## config.mk

```make
export PLATFORM = sky130hd
export DESIGN_NAME = urv_mem_arbiter
export DESIGN_NICKNAME = d
export VERILOG_FILES = /design/src/rtl/urv_mem_arbiter_pkg.sv /design/src/rtl/urv_mem_arbiter.sv
export SDC_FILE = /design/constraint.sdc
export NUM_CORES = 1
export LEC_CHECK = 0
export CAP_MARGIN = 20
export CORE_AREA = 2 2 137 139
export DETAILED_ROUTE_END_ITERATION = 8
export DIE_AREA = 0 0 139 141
export PLACE_DENSITY_LB_ADDON = 0.12
export SLEW_MARGIN = 20
export SYNTH_ARGS = -nofsm -noshare
export SYNTH_HDL_FRONTEND = slang
export SYNTH_SLANG_ARGS = --single-unit
```

## constraint.sdc

```tcl
create_clock -name clk_i -period 2.45 [get_ports clk_i]
set_input_delay 0.6125 -clock clk_i [delete_from_list [all_inputs] [get_ports clk_i]]
set_output_delay 0.6125 -clock clk_i [all_outputs]
set_load 0.005 [all_outputs]
```

## src/rtl/urv_mem_arbiter_pkg.sv

```systemverilog
// Shared definitions for urv_mem_arbiter.
//  - urv_arb_owner_e : who owns the RAM port in a given issue cycle (3-bit encoding)
//  - URV_ARB_BURST_W : width of the host burst counter
//  - urv_arb_is_cpu  : true for the owners that belong to the CPU (fetch, load, store)
package urv_mem_arbiter_pkg;

  typedef enum logic [2:0] {
    URV_ARB_NONE   = 3'd0,
    URV_ARB_FETCH  = 3'd1,
    URV_ARB_DLOAD  = 3'd2,
    URV_ARB_DSTORE = 3'd3,
    URV_ARB_HOST   = 3'd4
  } urv_arb_owner_e;

  localparam int unsigned URV_ARB_BURST_W = 4;

  function automatic logic urv_arb_is_cpu(input urv_arb_owner_e owner);
    return (owner == URV_ARB_FETCH) || (owner == URV_ARB_DLOAD) || (owner == URV_ARB_DSTORE);
  endfunction

endpackage

```

## src/rtl/urv_mem_arbiter.sv

```systemverilog
// urv_mem_arbiter: shares one single-ported synchronous RAM (1-cycle read latency) between the
// CPU instruction fetch port, the CPU data port and a host port.
//
// Ports
//  clk_i, rst_i            clock, synchronous active-high reset
//  cpu_im_*                fetch address in; instruction data and valid out
//  cpu_dm_*                load/store requests in; ready, load data, load/store done out
//  host_*                  host request/write/address/data in; grant, read data, rvalid out
//  mem_*                   RAM word address, write data, byte write enables out; read data in
//
// One owner per cycle: host > data (store > load) > fetch. The host is demoted below the CPU
// after g_host_max_burst consecutive grants taken while the CPU data port was waiting.
// Fetch is the default owner whenever nobody else wins.
module urv_mem_arbiter
  import urv_mem_arbiter_pkg::*;
#(
  parameter int unsigned g_addr_width     = 14,
  parameter int unsigned g_host_max_burst = 4
) (
  input  logic                    clk_i,
  input  logic                    rst_i,

  input  logic [31:0]             cpu_im_addr_i,
  output logic [31:0]             cpu_im_data_o,
  output logic                    cpu_im_valid_o,

  input  logic [31:0]             cpu_dm_addr_i,
  input  logic [31:0]             cpu_dm_data_s_i,
  input  logic [3:0]              cpu_dm_data_select_i,
  input  logic                    cpu_dm_load_i,
  input  logic                    cpu_dm_store_i,
  output logic                    cpu_dm_ready_o,
  output logic [31:0]             cpu_dm_data_l_o,
  output logic                    cpu_dm_load_done_o,
  output logic                    cpu_dm_store_done_o,

  input  logic                    host_req_i,
  input  logic                    host_we_i,
  input  logic [31:0]             host_addr_i,
  input  logic [31:0]             host_wdata_i,
  output logic                    host_gnt_o,
  output logic [31:0]             host_rdata_o,
  output logic                    host_rvalid_o,

  output logic [g_addr_width-1:0] mem_addr_o,
  output logic [31:0]             mem_wdata_o,
  output logic [3:0]              mem_bwe_o,
  input  logic [31:0]             mem_rdata_i
);

  localparam logic [URV_ARB_BURST_W-1:0] LP_BURST_MAX = URV_ARB_BURST_W'(g_host_max_burst);

  // Word addresses: upper byte-address bits are dropped, so accesses wrap around the RAM.
  logic [g_addr_width-1:0] w_im_word;
  logic [g_addr_width-1:0] w_dm_word;
  logic [g_addr_width-1:0] w_host_word;

  assign w_im_word   = cpu_im_addr_i[g_addr_width+1:2];
  assign w_dm_word   = cpu_dm_addr_i[g_addr_width+1:2];
  assign w_host_word = host_addr_i[g_addr_width+1:2];

  logic w_unused_addr_bits;
  assign w_unused_addr_bits = ^{cpu_im_addr_i[31:g_addr_width+2], cpu_im_addr_i[1:0],
                                cpu_dm_addr_i[31:g_addr_width+2], cpu_dm_addr_i[1:0],
                                host_addr_i[31:g_addr_width+2], host_addr_i[1:0]};

  logic [URV_ARB_BURST_W-1:0] r_burst_cnt;
  urv_arb_owner_e             r_owner;
  logic                       r_host_rd;
  logic [g_addr_width-1:0]    r_fetch_word;

  logic           w_dm_req;
  logic           w_host_demoted;
  urv_arb_owner_e w_owner;

  assign w_dm_req       = cpu_dm_load_i | cpu_dm_store_i;
  assign w_host_demoted = (r_burst_cnt == LP_BURST_MAX);

  // Owner selection. NONE only while in reset, so nothing is issued or accepted then.
  always_comb begin
    w_owner = URV_ARB_NONE;
    if (!rst_i) begin
      if (host_req_i && !w_host_demoted) begin
        w_owner = URV_ARB_HOST;
      end else if (cpu_dm_store_i) begin
        w_owner = URV_ARB_DSTORE;
      end else if (cpu_dm_load_i) begin
        w_owner = URV_ARB_DLOAD;
      end else begin
        w_owner = URV_ARB_FETCH;
      end
    end
  end

  always_comb begin
    mem_addr_o  = '0;
    mem_wdata_o = '0;
    mem_bwe_o   = '0;
    unique case (w_owner)
      URV_ARB_HOST: begin
        mem_addr_o  = w_host_word;
        mem_wdata_o = host_wdata_i;
        mem_bwe_o   = host_we_i ? 4'hF : 4'h0;
      end
      URV_ARB_DSTORE: begin
        mem_addr_o  = w_dm_word;
        mem_wdata_o = cpu_dm_data_s_i;
        mem_bwe_o   = cpu_dm_data_select_i;
      end
      URV_ARB_DLOAD: mem_addr_o = w_dm_word;
      URV_ARB_FETCH: mem_addr_o = w_im_word;
      default: ;
    endcase
  end

  assign host_gnt_o     = (w_owner == URV_ARB_HOST);
  assign cpu_dm_ready_o = (w_owner == URV_ARB_DLOAD) || (w_owner == URV_ARB_DSTORE);

  // Host grants only count against the CPU while the data port is actually waiting.
  always_ff @(posedge clk_i) begin
    if (rst_i) begin
      r_burst_cnt <= '0;
    end else if (w_owner == URV_ARB_HOST) begin
      if (w_dm_req && (r_burst_cnt != LP_BURST_MAX)) begin
        r_burst_cnt <= r_burst_cnt + 1'b1;
      end
    end else if (urv_arb_is_cpu(w_owner)) begin
      r_burst_cnt <= '0;
    end
  end

  always_ff @(posedge clk_i) begin
    if (rst_i) begin
      r_owner      <= URV_ARB_NONE;
      r_host_rd    <= 1'b0;
      r_fetch_word <= '0;
    end else begin
      r_owner      <= w_owner;
      r_host_rd    <= (w_owner == URV_ARB_HOST) && !host_we_i;
      r_fetch_word <= w_im_word;
    end
  end

  // Response cycle. Gated by !rst_i so an access issued just before reset gives no pulse.
  logic w_fetch_rsp;
  logic w_load_rsp;
  logic w_host_rsp;

  assign w_fetch_rsp = !rst_i && (r_owner == URV_ARB_FETCH);
  assign w_load_rsp  = !rst_i && (r_owner == URV_ARB_DLOAD);
  assign w_host_rsp  = !rst_i && r_host_rd;

  // A branch changes the fetch address under an in-flight fetch: drop the stale word.
  assign cpu_im_valid_o      = w_fetch_rsp && (w_im_word == r_fetch_word);
  assign cpu_im_data_o       = w_fetch_rsp ? mem_rdata_i : 32'h0;
  assign cpu_dm_load_done_o  = w_load_rsp;
  assign cpu_dm_data_l_o     = w_load_rsp ? mem_rdata_i : 32'h0;
  assign cpu_dm_store_done_o = !rst_i && (r_owner == URV_ARB_DSTORE);
  assign host_rvalid_o       = w_host_rsp;
  assign host_rdata_o        = w_host_rsp ? mem_rdata_i : 32'h0;

endmodule

```

After elaboration in Yosys (flattened, before gate mapping)
Cells that the tools add are included.
{ "totals": {"regBits": 22, "inputBits": 202, "out_inout_bits": 152, "wordCells": 48} }
{ "classes": {"addsub": 1, "n_eq_ne": 11, "muxes": 14, "bitwise": 1, "n_reduce_logical": 17} }
{ "op_table": {"columns": ["op", "n"], "rows": [
  ["two-way mux 32 bit", 3],
  ["case mux 32 bit (2 select lines)", 1],
  ["case mux 14 bit (3 select lines)", 1],
  ["two-way mux 4 bit", 4],
  ["== test 14 bit", 1],
  ["== test 3 x 2 -> 1 bit (second input constant)", 4],
  ["logical AND 1 bit", 8],
  ["case mux 4 bit (2 select lines)", 1],
  ["== test 3 x 1 -> 1 bit (second input constant)", 2],
  ["two-way mux 3 bit", 2],
  ["adder 4 x 1 -> 4 bit (second input constant)", 1],
  ["== test 4 x 3 -> 1 bit (second input constant)", 1],
  ["two-way mux 2 bit", 2],
  ["!= test 4 x 3 -> 1 bit (second input constant)", 1],
  ["== test 3 bit (second input constant)", 1],
  ["logical NOT 1 bit", 3],
  ["logical OR 1 bit", 3],
  ["!= test 2 x 1 -> 1 bit (second input constant)", 1],
  ["AND reduction 2 bit", 1],
  ["nonzero test 2 bit", 1],
  ["OR reduction 2 bit", 1],
  ["bitwise OR 1 bit", 1]
]} }

Longest topological paths before layout
{ "logic_depth": {"ltp_word": 10, "depth_mapped": 9, "mapped_depth_nobuf": 7} }

Worst setup path before layout
Ideal clock, no wire load.
{ "synth_path": {"kind": "input port to output port", "from": "input rst_i", "to": "output cpu_im_data_o[10]", "arrival_ns": 1.494, "t_required_ns": 1.837, "slack_ns": 0.344, "stages": 4, "n_path_buf": 2, "path_cell_list": "buf_4 > nor4b_4 > clkbuf_1 > and2_1"} }
{ "synth_between": {"elab_chain_cells": 3} }
{ "synth_lines": {"columns": ["item", "line_no", "source"], "rows": [
  ["start, declared", "urv_mem_arbiter.sv:21", "input logic rst_i,"],
  ["logical NOT 1 bit", "urv_mem_arbiter.sv:149", "assign w_fetch_rsp = !rst_i && (r_owner == URV_ARB_FETCH);"],
  ["logical AND 1 bit", "urv_mem_arbiter.sv:149", null],
  ["two-way mux 32 bit", "urv_mem_arbiter.sv:155", "assign cpu_im_data_o = w_fetch_rsp ? mem_rdata_i : 32'h0;"],
  ["end, declared", "urv_mem_arbiter.sv:24", "output logic [31:0] cpu_im_data_o,"]
]} }
Every way passes these cells.

Worst setup path after layout
{ "layout_path": {"from": "register r_burst_cnt[1]", "to": "output mem_addr_o[9]"} }
{ "layout_between": {"elab_chain_cells": 8, "word_cells_on_any_way": 11, "cone_classes": "eq/ne (5); mux (3); reduce/logical (3)"} }
{ "layout_lines": {"columns": ["item", "line_no", "source"], "rows": [
  ["start, declared", "urv_mem_arbiter.sv:67", "logic [URV_ARB_BURST_W-1:0] r_burst_cnt;"],
  ["start signal, assigned", "urv_mem_arbiter.sv:125", "r_burst_cnt <= r_burst_cnt + 1'b1;"],
  ["== test 4 x 3 -> 1 bit (*)", "urv_mem_arbiter.sv:77", "assign w_host_demoted = (r_burst_cnt == LP_BURST_MAX);"],
  ["logical NOT 1 bit (*)", "urv_mem_arbiter.sv:83", "if (host_req_i && !w_host_demoted) begin"],
  ["logical AND 1 bit (*)", "urv_mem_arbiter.sv:83", null],
  ["two-way mux 3 bit (*)", "urv_mem_arbiter.sv:83", null],
  ["two-way mux 3 bit (*)", "urv_mem_arbiter.sv:82", "if (!rst_i) begin"],
  ["== test 3 x 2 -> 1 bit", "urv_mem_arbiter.sv:99", "unique case (w_owner)"],
  ["OR reduction 2 bit (no source line)", null, null],
  ["case mux 14 bit (3 select lines) (*)", "urv_mem_arbiter.sv:99", null],
  ["end, declared", "urv_mem_arbiter.sv:45", "output logic [g_addr_width-1:0] mem_addr_o,"]
]} }
Mark *: on every way between the ends. The rest lies on a longest branch, timed or not.

==> results <==
-- worst paths after layout --
path | start | to | cells past startpoint | slack [ns]
hold reg to reg | r_burst_cnt[3] | r_burst_cnt[3] | 2 | 0.54
setup / recovery | r_burst_cnt[1] | mem_addr_o[9] | 11 | 0.01
setup reg to reg | r_burst_cnt[1] | r_burst_cnt[0] | 9 | 0.99
hold / removal | r_burst_cnt[3] | r_burst_cnt[3] | 2 | 0.54
-- state kept, by name, summed over array words and instances, names as in the netlist --
| name | count |
|---|---|
| r_fetch_word | 14 |
| r_burst_cnt | 4 |
| r_owner | 3 |
| r_host_rd | 1 |
-- where the power goes --
part,leakage [nW],internal (mW),switching (mW)
sequential,0.183,0.375,0.00995
combinational,2.86,0.474,0.251
clock,0.0442,0.249,0.126
total,3.09,1.10,0.387
-- Yosys cell counts (all sizes together) --
cell | n | area, sq um
ha | 2 | 25.0
nor4 | 2 | 12.5
buf | 14 | 138
o2bb2ai | 14 | 123
nor4bb | 1 | 10.0
or2 | 2 | 12.5
xor2 | 11 | 96.3
mux2i | 14 | 140
inv | 5 | 23.8
nand3b | 1 | 7.51
nand2 | 5 | 18.8
nand4 | 3 | 18.8
xnor2 | 6 | 52.6
a21oi | 2 | 10.0
nor2 | 7 | 42.5
a21o | 1 | 7.51
nor3 | 1 | 5.00
a22o | 36 | 315
clkbuf | 10 | 37.5
and2 | 97 | 607
nor2b | 15 | 93.8
dfxtp | 22 | 440
nor4b | 2 | 47.6
-- what timing repair did --
item,CTS,global route
hold buffers,0,0
hold endpoints to repair,0,0
endpoints found under the setup margin,152,114
gates cloned,12,0
buffers inserted,40,5
gates resized for setup,483,71
pin swaps,25,17
-- final cells by class --
class / instances / area [sq um] / share of cell area
diodes: 2 / 5.00 / 0.000814
clock buffers: 4 / 88.8 / 0.0144
inverters: 5 / 26.3 / 0.00427
multi-input cells: 222 / 1830 / 0.298
flip-flops and latches: 22 / 443 / 0.0720
well taps: 234 / 293 / 0.0476
repair buffers: 378 / 3460 / 0.563
-- cells in the final DEF, fill, tap and decap left out, types with 5 or more instances in the layout --
cell             synthesis  routed
clkdlybuf4s50_1          0     136
and2_1                  97      86
buf_2                    2      81
dlygate4sd2_1            0      52
buf_4                    2      36
a22o_1                  36      34
buf_6                   10      26
dfxtp_1                 22      20
clkbuf_2                 0      18
mux2i_1                 14      14
o2bb2ai_2                0      14
nor2b_1                 15      14
and2_4                   0      11
buf_16                   0      11
xor2_1                  11      10
buf_12                   0       8
nor2_1                   6       6
xnor2_1                  6       6
nand2_1                  5       5
-- through the flow --
| step | worst slack [ns] | util |
|---|---|---|
| after CTS | -0.177 | 0.346 |
| final | 0.0112 | 0.337 |
| after floorplan | 0.344 | - |
| after global routing | -0.107 | 0.337 |
| after global placement | -0.725 | 0.314 |
| after detailed placement | -0.740 | 0.314 |
-- per-layer routing --
layer | track usage | vias to the layer above | share of wire
li1 | - | 1661 | -
met1 | 0.139 | 1555 | 0.37
met2 | 0.264 | 162 | 0.55
met3 | 0.0299 | 9 | 0.065
met4 | 0.0335 | 0 | 0.018
met5 | 0 | - | 0
-- cells by family (layout without fill, tap and decap cells) --
family,after synthesis,count (layout),share of synthesized area
AOI/OAI and AO/OA,53,53,0.199
DFF,22,22,0.193
buffers and inverters,29,387,0.0871
other,0,2,0
adders and majority gates,2,2,0.0110
and+or+nand+nor,136,136,0.383
xor gates and xnor gates,17,17,0.0652
muxes,14,14,0.0613
-- worst max-delay path, cell delays in order, from the launching register on --
cell	delay [ns]
dfxtp_2	0.33
inv_2	0.04
ha_4	0.14
nand3b_1	0.12
nand2_1	0.07
or2_4	0.26
inv_8	0.08
buf_6	0.11
buf_8	0.11
buf_6	0.10
o2bb2ai_2	0.08
buf_2	0.13
==> metrics.md <==
| Metric | Value |
|---|---|
| Layout cells sized above 1 | 0.369 |
| Clk sink count | 22 |
| HP Class | register to register |
| CP arrival | 1.83 ns |
| Max-slew violations | 0 |
| Total grt overflow | 0 |
| Dpl hpwl | 9.98 mm |
| Cells after Synth | 273 |
| Fill cell count | 1,901 |
| Starting Density | 0.125 |
| Yosys warns | 0 |
| Syn avg cell area | 8.37 sq um |
| Clock period minus worst slack | 2.44 ns |
| TritonCTS clock tree | yes |
| Initial DRC count | 62 |
| Setup TNS | 0 ns |
| Initial DRT Pass Iterations | 4 |
| Minimum hold slack | 0.541 ns |
| Global-route wire length before repair | 20.6 mm |
| Nets@finish | 836 |
| Static Leak | 3.09 nW |
| Initial antenna violation count | 2 |
| Core area | 0.0183 sq mm |
| Final WL | 13.6 mm |
| Worst slew margin | 0.827 |
| Register area share after synthesis | 0.193 |
| Vias in the first global route | 3,620 |
| Maximum VDD drop | 299 uV |
| Total power | 1.48 mW |
| Max Cap Viol | 0 |
| Placed cell count | 816 |
| Crit-path max FO | 6 |
| Clock Path Buffers | 2 |
| Global Route Usage Sum | 0.132 |
| Die Ht | 141 um |
| Via count | 3,387 |
| Status | completed |
| Gpl congestion | 0.757 |
| I/O Buffers | 299 |
| Vias/cell | 3.91 |
| TritonCTS Buffers | 3 |
| Synthesized area | 0.00228 sq mm |
| Setup violators final | 0 |
| Netlist cell types | 28 |
| Worst-Skew Late Latency | 0.25 ns |
| Placed inst area | 0.00574 sq mm |
| RSZ-0062 raised after global routing | true |
| Syn-to-layout area delta | 169% |
| Die area | 0.0196 sq mm |
| Kind of critical path | register to output port |
| Hold Fails Final Rpt | 0 |
| Clk_skew | 0.000999 ns |
| Slew @ Worst Pin | 0.259 ns |
| Critical path required time | 1.84 ns |
| Final ANT Viol Nets | 0 |
| Pwr dens | 241 mW/mm^2 |
| Final instance area | 0.00615 sq mm |
| FMAX | 410 MHz |
| Layout Cells excl Fill | 867 |
| H-tree Lvls | 1 |
| DRC errors left | 0 |
| Startpoint types | register |
| DR WL/cell | 15.7 um |
| Pin count of the biggest net entering global routing | 23 |
| Endpoint class of the critical path | output port |
| Root Buffer | clkbuf_16 |
| Syn Nets | 477 |
| Yosys reg bits | 22 |
| Reg clk slew, reported paths | 0.06 ns |
| Die width | 139 um |
| Crit share post-route | 0.995 |
| # IOs | 354 |
| Standard-cell rows | 50 |
No activity file was read; power rests on OpenSTA's default activity.
